File: src/rtl/output_port_arbiter.sv
// Output port arbiter: round-robin selection among four input buffers, one flit in flight at a time.
// Defining ARB_PKT_LOCK_EN holds the grant on one requester until a tail flit (bit 14) is accepted.
module output_port_arbiter (
  input  logic        clk,
  input  logic        reset,
  input  logic [3:0]  req_empty_i,
  input  logic [3:0]  req_valid_i,
  input  logic [63:0] req_data_i,
  output logic [3:0]  req_read_o,
  input  logic        out_ready_i,
  output logic        out_valid_o,
  output logic [15:0] out_data_o,
  output logic [3:0]  grant_o,
  output logic        err_o,
  output logic [7:0]  fwd_count_o
);

  typedef enum logic [1:0] {
    IDLE = 2'd0,
    WAIT = 2'd1,
    SEND = 2'd2
  } state_e;

  state_e      state_q;
  logic [3:0]  read_q;
  logic [3:0]  grant_q;
  logic [1:0]  gidx_q;
  logic [1:0]  last_q;
  logic [1:0]  wait_q;
  logic        out_valid_q;
  logic [15:0] out_data_q;
  logic        err_q;
  logic [7:0]  cnt_q;
`ifdef ARB_PKT_LOCK_EN
  logic        lock_q;
`endif

  logic        pick_found_s;
  logic [1:0]  pick_idx_s;
  logic [1:0]  cand_s;
  logic [15:0] sel_data_s;

  assign sel_data_s = req_data_i[{gidx_q, 4'b0000} +: 16];

  // Round-robin search beginning just after last_q; a held packet lock restricts it to the owner.
  always_comb begin
    pick_found_s = 1'b0;
    pick_idx_s   = 2'd0;
    cand_s       = 2'd0;
    for (int i = 1; i <= 4; i++) begin
      cand_s = last_q + 2'(i);
      if (!pick_found_s && !req_empty_i[cand_s]) begin
        pick_found_s = 1'b1;
        pick_idx_s   = cand_s;
      end else begin
        pick_found_s = pick_found_s;
      end
    end
`ifdef ARB_PKT_LOCK_EN
    if (lock_q) begin
      pick_found_s = !req_empty_i[gidx_q];
      pick_idx_s   = gidx_q;
    end else begin
      pick_found_s = pick_found_s;
    end
`endif
  end

  // Arbitration FSM with all outputs registered.
  always_ff @(posedge clk) begin
    if (reset) begin
      state_q     <= IDLE;
      read_q      <= 4'b0000;
      grant_q     <= 4'b0000;
      gidx_q      <= 2'd0;
      last_q      <= 2'd3;
      wait_q      <= 2'd0;
      out_valid_q <= 1'b0;
      out_data_q  <= 16'h0000;
      err_q       <= 1'b0;
      cnt_q       <= 8'd0;
`ifdef ARB_PKT_LOCK_EN
      lock_q      <= 1'b0;
`endif
    end else begin
      read_q <= 4'b0000;
      case (state_q)
        IDLE: begin
          if (pick_found_s) begin
            grant_q <= 4'b0001 << pick_idx_s;
            read_q  <= 4'b0001 << pick_idx_s;
            gidx_q  <= pick_idx_s;
            wait_q  <= 2'd0;
            state_q <= WAIT;
          end
        end
        WAIT: begin
          if (req_valid_i[gidx_q]) begin
            out_data_q  <= sel_data_s;
            out_valid_q <= 1'b1;
            state_q     <= SEND;
          end else if (wait_q == 2'd2) begin
            // Third silent cycle: flag the stuck buffer and drop ownership.
            err_q   <= 1'b1;
            grant_q <= 4'b0000;
            state_q <= IDLE;
`ifdef ARB_PKT_LOCK_EN
            lock_q  <= 1'b0;
`endif
          end else begin
            wait_q <= wait_q + 2'd1;
          end
        end
        SEND: begin
          if (out_ready_i) begin
            out_valid_q <= 1'b0;
            out_data_q  <= 16'h0000;
            cnt_q       <= cnt_q + 8'd1;
            last_q      <= gidx_q;
            state_q     <= IDLE;
`ifdef ARB_PKT_LOCK_EN
            lock_q      <= ~out_data_q[14];
            if (out_data_q[14]) begin
              grant_q <= 4'b0000;
            end
`else
            grant_q     <= 4'b0000;
`endif
          end
        end
        default: begin
          state_q <= IDLE;
        end
      endcase
    end
  end

  assign req_read_o  = read_q;
  assign grant_o     = grant_q;
  assign out_valid_o = out_valid_q;
  assign out_data_o  = out_data_q;
  assign err_o       = err_q;
  assign fwd_count_o = cnt_q;

endmodule

File: config.mk
export PLATFORM = sky130hd
export DESIGN_NAME = output_port_arbiter
export DESIGN_NICKNAME = d
export VERILOG_FILES = /design/src/rtl/output_port_arbiter.sv
export SDC_FILE = /design/constraint.sdc
export NUM_CORES = 1
export LEC_CHECK = 0
export ABC_AREA = 0
export CORE_UTILIZATION = 45
export CTS_CLUSTER_SIZE = 25
export DETAILED_ROUTE_END_ITERATION = 6
export DONT_BUFFER_PORTS = 1
export PLACE_DENSITY = 0.63
export SYNTH_ARGS = -nofsm -noshare
export SYNTH_HDL_FRONTEND = slang
export SYNTH_SLANG_ARGS = --single-unit
export TNS_END_PERCENT = 30
File: constraint.sdc
create_clock -name clk -period 4.55 [get_ports clk]
set_input_delay 0.455 -clock clk [delete_from_list [all_inputs] [get_ports clk]]
set_output_delay 0.455 -clock clk [all_outputs]
set_load 0.02 [all_outputs]
==> run_results.csv, run 1 <==
group,metric,value,unit
global_route,grt_pass1_vias,1434,
setup_path,cp.buffers_inverters,0,
pwr,power.total,942,uW
pwr,netSwitchingPower,303,uW
route,wl_met3,414,um
pwr,ir_drop,0.000176,V
placed_design,dp_slack,2180,ps
pwr,clockPowerShare,0.259,
cells_and_area,multi_input_area,0.00120,mm2
clocking,clk_root_buffer_cell,"clkbuf_8",
pwr,seq_power_share,0.498,
clocking,ctsHoldBuffers,0,
clocking,postCtsSetupRepairBufs,0,
timing,worst_pin_slew,1070,ps
timing,slew_headroom,0.284,
clocking,path_clk_slew,80,ps
global_route,grt_pass1_wl,7210,um
timing,fin_skew,4.51,ps
cells_and_area,area_growth,4.93,%
clocking,cts_tree,"built",
pwr,p_int,640,uW
global_route,grt_overflow,0,
setup_path,path_cells,"mux4_2 > a211o_1 > or2_4 > o31ai_1",
synth,syn_area_per_cell,9.38,um2
route,drtIter0Drc,82,
setup_path,crit_path_end_kind,"register",
setup_path,crit_family,"flip-flops",
global_route,antenna_found_initial,0,
clocking,cts_buffers,5,
cells_and_area,final_cells,282,
setup_path,crit_path_start_kind,"register",
route,dr_wl_met2,2300,um
pwr,powerDensity,411,mW/mm2
route,postRouteAntennaNets,0,
timing,rsz0062_at_grt,"false",
clocking,cts_max_level,2,
timing,finalHoldViolations,0,
floorplan,core,0.00450,mm2
route,wire_per_inst,16.8,um
synth,yosys.cell_count.top_type,"dfxtp_1",
min_path,hold_path.class,"input port to register",
cells_and_area,drive_gt1_frac,0.104,
floorplan,start_util,0.485,
placed_design,globalplace.congestion,0.797,
clocking,cts_resized,0,
floorplan,rows,24,
synth,synth_area_leaders,"dfxtp_1, mux4_2, nand2_1, mux4_1, o21ai_0",
synth,yosysSeqAreaShare,0.385,
placed_design,place_area,0.00220,mm2
floorplan,die_y,71.7,um
cells_and_area,regArea,841,um2
route,met1_length,2000,um
cells_and_area,nets,309,
timing,setup_violations,0,
synth,syn_nets,313,
clocking,insertion_delay,290,ps
setup_path,path_class,"register to register",
global_route,grt_usage,0.184,
setup_path,cpPeakStageDelay,860,ps
route,routed.top_layer,"met4",
synth,async_flop_share,0,
cells_and_area,num_antenna_cells,0,
clocking,cts.sinks,42,
pwr,p_leak,0.897,nW
synth,ys_ff_latch,42,
timing,max_freq,0.427,GHz
floorplan,io_pins,109,
synth,synth.distinct_cells,40,
route,via_count,1592,
timing,fin_crit,2340,ps
clocking,clockBufferDepth,2,
cells_and_area,design_area,0.00229,mm2
floorplan,die_area,0.00514,mm2
synth,synth_top_area_frac,0.385,
synth,synth_common_cells,"dfxtp_1, nand2_1, inv_1, o21ai_0, nor2_1",
placed_design,port_buffers,0,
setup_path,critPathRequiredTime,4750,ps
placed_design,hpwl,3540,um
flow_run,maxCapViolations,0,
global_route,grt_max_degree,29,
synth,synthFlopType,"dfxtp_1",
synth,synth_edf_count,0,
pwr,swShare,0.321,
cells_and_area,n_fill_cell,410,
route,post_drt_via_cell_ratio,5.65,
setup_path,cp_max_fo,19,
timing,fin_ws,2210,ps
timing,min_period_over_period,0.515,
setup_path,cp.arrival,2540,ps
outcome,outcome,"finished clean",
synth,ys.warnings.count,0,
pwr,p_comb_frac,0.243,
floorplan,die_w,71.7,um
timing,setup-tns-final,0,ps
route,wirelength,4750,um
route,drc,0,
synth,syn_inst,233,
timing,slew_viol_final,0,
route,dr.pass1.iters,4,
synth,netlist_area,0.00218,mm2
setup_path,slowest_stage,"dfxtp_1",
synth,synth_area_leader_cell,"dfxtp_1",
placed_design,dp.cells,274,
timing,hold_ws,231,ps
cells_and_area,fin_util,0.509,
## path summary, 6_finish.rpt
path,endpoint,slack (ps),depth (start not counted),startpoint
setup / recovery,grant_o[2]$_SDFFE_PP0P_,2210,4,gidx_q[1]$_SDFFE_PP0P_
hold / removal,state_q[1]$_SDFFE_PP0P_,230,1,reset
setup reg to reg,grant_o[2]$_SDFFE_PP0P_,2210,4,gidx_q[1]$_SDFFE_PP0P_
hold reg to reg,wait_q[0]$_SDFFE_PP0P_,460,1,wait_q[0]$_SDFFE_PP0P_
## cell families after synthesis
kind of cell | Yosys count | synth area share
buffers and inverters | 35 | 0.0653
AND/OR/NAND/NOR | 83 | 0.182
XOR/XNOR | 7 | 0.0281
adder cells (fa/ha/maj) | 5 | 0.0286
AO/OA/AOI/OAI | 43 | 0.125
flip-flops | 42 | 0.385
multiplexers | 18 | 0.187
## power by group through the flow
stage,clock network (mW),registers [mW],logic [mW]
finish,0.244,0.469,0.229
global route,0.271,0.475,0.256
CTS,0.252,0.470,0.230
detailed placement,0,0.479,0.229
global placement,0,0.478,0.228
floorplan,0,0.465,0.207
## cells in the final DEF (no fill, tap or decap), types with 3 or more instances in the layout
cell and n:
dfxtp_1 42, nand2_1 32, inv_1 23, o21ai_0 21, nor2_1 18, mux4_2 13, nor2b_1 7, nand2b_1 7
xor2_1 6, clkbuf_8 6, nand4_1 5, a21oi_1 5, ha_1 5, o31ai_1 4, mux4_1 4, or3_1 3
## registers in the layout, indices dropped and copies added (netlist names)
name,cells
fwd_count_o,8
out_valid_o,1
wait_q,2
err_o,1
state_q,2
out_data_o,16
last_q,2
grant_o,4
req_read_o,4
gidx_q,2
## layout make-up
class	count	share of cell area
inverters	23	0.0377
clock inverters	1	0.00218
well taps	52	0.0284
multi-input cells	156	0.524
clock buffers	7	0.0377
repair buffers	1	0.00328
flip-flops and latches	42	0.367
## metal layers
metal / global-route usage / vias up
met5: 0 / -
met4: 0.0392 / 0
met3: 0.0605 / 4
met2: 0.318 / 70
met1: 0.223 / 706
li1: - / 812
Power figures use the tool's default switching activity.
==> run 2, diff against run 1 <==
==> constraint.sdc (replaced) <==
create_clock -name clk -period 2.22 [get_ports clk]
set_input_delay 0.222 -clock clk [delete_from_list [all_inputs] [get_ports clk]]
set_output_delay 0.222 -clock clk [all_outputs]
set_load 0.02 [all_outputs]
==> run_results.csv, run 2 (synthesized netlist as in run 1, its figures left out) <==
group,metric,value,unit
outcome,outcome,"finished clean",
clocking,postCtsSetupRepairBufs,0,
clocking,clk_root_buffer_cell,"clkbuf_8",
clocking,cts_max_level,2,
cells_and_area,area_growth,6.36,%
timing,finalHoldViolations,0,
min_path,worstHoldStart,"reset",
setup_path,critPathRequiredTime,2420,ps
timing,min_period_over_period,0.859,
floorplan,die_w,71.7,um
clocking,ctsHoldBuffers,1,
timing,setup-tns-final,0,ps
timing,worst_pin_slew,541,ps
route,via_count,1670,
flow_run,maxCapViolations,0,
floorplan,die_area,0.00514,mm2
timing,max_freq,0.525,GHz
setup_path,crit_path_start_kind,"register",
route,drc,0,
cells_and_area,final_cells,285,
timing,rsz0062_at_grt,"false",
placed_design,dp.cells,278,
floorplan,rows,24,
placed_design,dp_slack,367,ps
clocking,cts_tree,"built",
setup_path,startpoint,"gidx_q[0]$_SDFFE_PP0P_",
cells_and_area,drive_gt1_frac,0.116,
timing,fin_skew,3.66,ps
route,dr.pass1.iters,4,
pwr,p_leak,0.917,nW
route,wire_per_inst,16.7,um
clocking,cts_buffers,5,
floorplan,core,0.00450,mm2
clocking,clockBufferDepth,2,
floorplan,die_y,71.7,um
timing,fin_crit,1910,ps
cells_and_area,num_antenna_cells,0,
global_route,grt_usage,0.189,
setup_path,crit_path_end_kind,"register",
floorplan,io_pins,109,
cells_and_area,design_area,0.00232,mm2
clocking,insertion_delay,290,ps
pwr,powerDensity,830,mW/mm2
setup_path,cp_max_fo,6,
clocking,path_clk_slew,70,ps
cells_and_area,nets,314,
timing,fin_ws,314,ps
placed_design,globalplace.congestion,0.757,
route,postRouteAntennaNets,0,
setup_path,path_class,"register to register",
setup_path,r2r_start,"gidx_q[0]$_SDFFE_PP0P_",
route,post_drt_via_cell_ratio,5.86,
cells_and_area,layout_common_cells,"dfxtp_1, nand2_1, inv_1",
global_route,grt_pass1_vias,1583,
route,drtIter0Drc,58,
placed_design,port_buffers,0,
placed_design,hpwl,3480,um
global_route,antenna_found_initial,0,
timing,setup_violations,0,
min_path,hold_path.class,"input port to register",
cells_and_area,largest_reg_flops,16,
clocking,cts.sinks,42,
setup_path,cp.arrival,2100,ps
pwr,ir_drop,0.000439,V
floorplan,start_util,0.485,
clocking,cts_resized,0,
global_route,grt_pass1_wl,7380,um
cells_and_area,n_fill_cell,408,
placed_design,place_area,0.00223,mm2
timing,slew_viol_final,0,
timing,slew_headroom,0.638,
route,wirelength,4750,um
global_route,grt_overflow,0,
cells_and_area,final_common_cell,"dfxtp_1",
global_route,grt_max_degree,19,
run 2: metal layers:
metal,track usage,up-vias,part of all wire
met5,0,-,0
met4,0.0697,0,0.011
met3,0.0689,5,0.089
met2,0.325,71,0.49
met1,0.215,777,0.41
li1,-,817,-
run 2: path summary, 6_finish.rpt:
path              slack [ps]  depth (start not counted)                 endpoint
setup / recovery         310                          4  grant_o[2]$_SDFFE_PP0P_
hold reg to reg          470                          1   wait_q[0]$_SDFFE_PP0P_
setup reg to reg         310                          4  grant_o[2]$_SDFFE_PP0P_
hold / removal            40                          1   wait_q[1]$_SDFFE_PP0P_
run 2: per-stage QoR:
stage	power [mW]	util	hold slack, ps
final	1.93	0.516	43.1
after global placement	1.45	0.495	298
after floorplan	1.38	-	424
after global routing	2.06	0.516	20.2
after detailed placement	1.46	0.495	298
after CTS	1.96	0.516	30.8
run 2: cell type report:
type                            instances  area, um2  share of cell area
Multi-Input combinational cell        156       1200               0.517
Timing Repair Buffer                    6       47.5              0.0205
Tap cell                               52       65.1              0.0280
Sequential cell                        42        841               0.362
Inverter                               23       86.3              0.0372
Clock buffer                            6       82.6              0.0355
run 2: where the power goes:
group / leakage (nW) / internal, mW / switching (mW) / total (mW)
clock: 0.0431 / 0.240 / 0.243 / 0.483
combinational: 0.533 / 0.242 / 0.254 / 0.496
sequential: 0.341 / 0.830 / 0.120 / 0.950
run 2: critical path, cell delays in order, from the launching register on:
cell and delay [ps]:
dfxtp_1 350, mux4_2 580, a211o_1 370, or2_4 260
o31ai_1 250
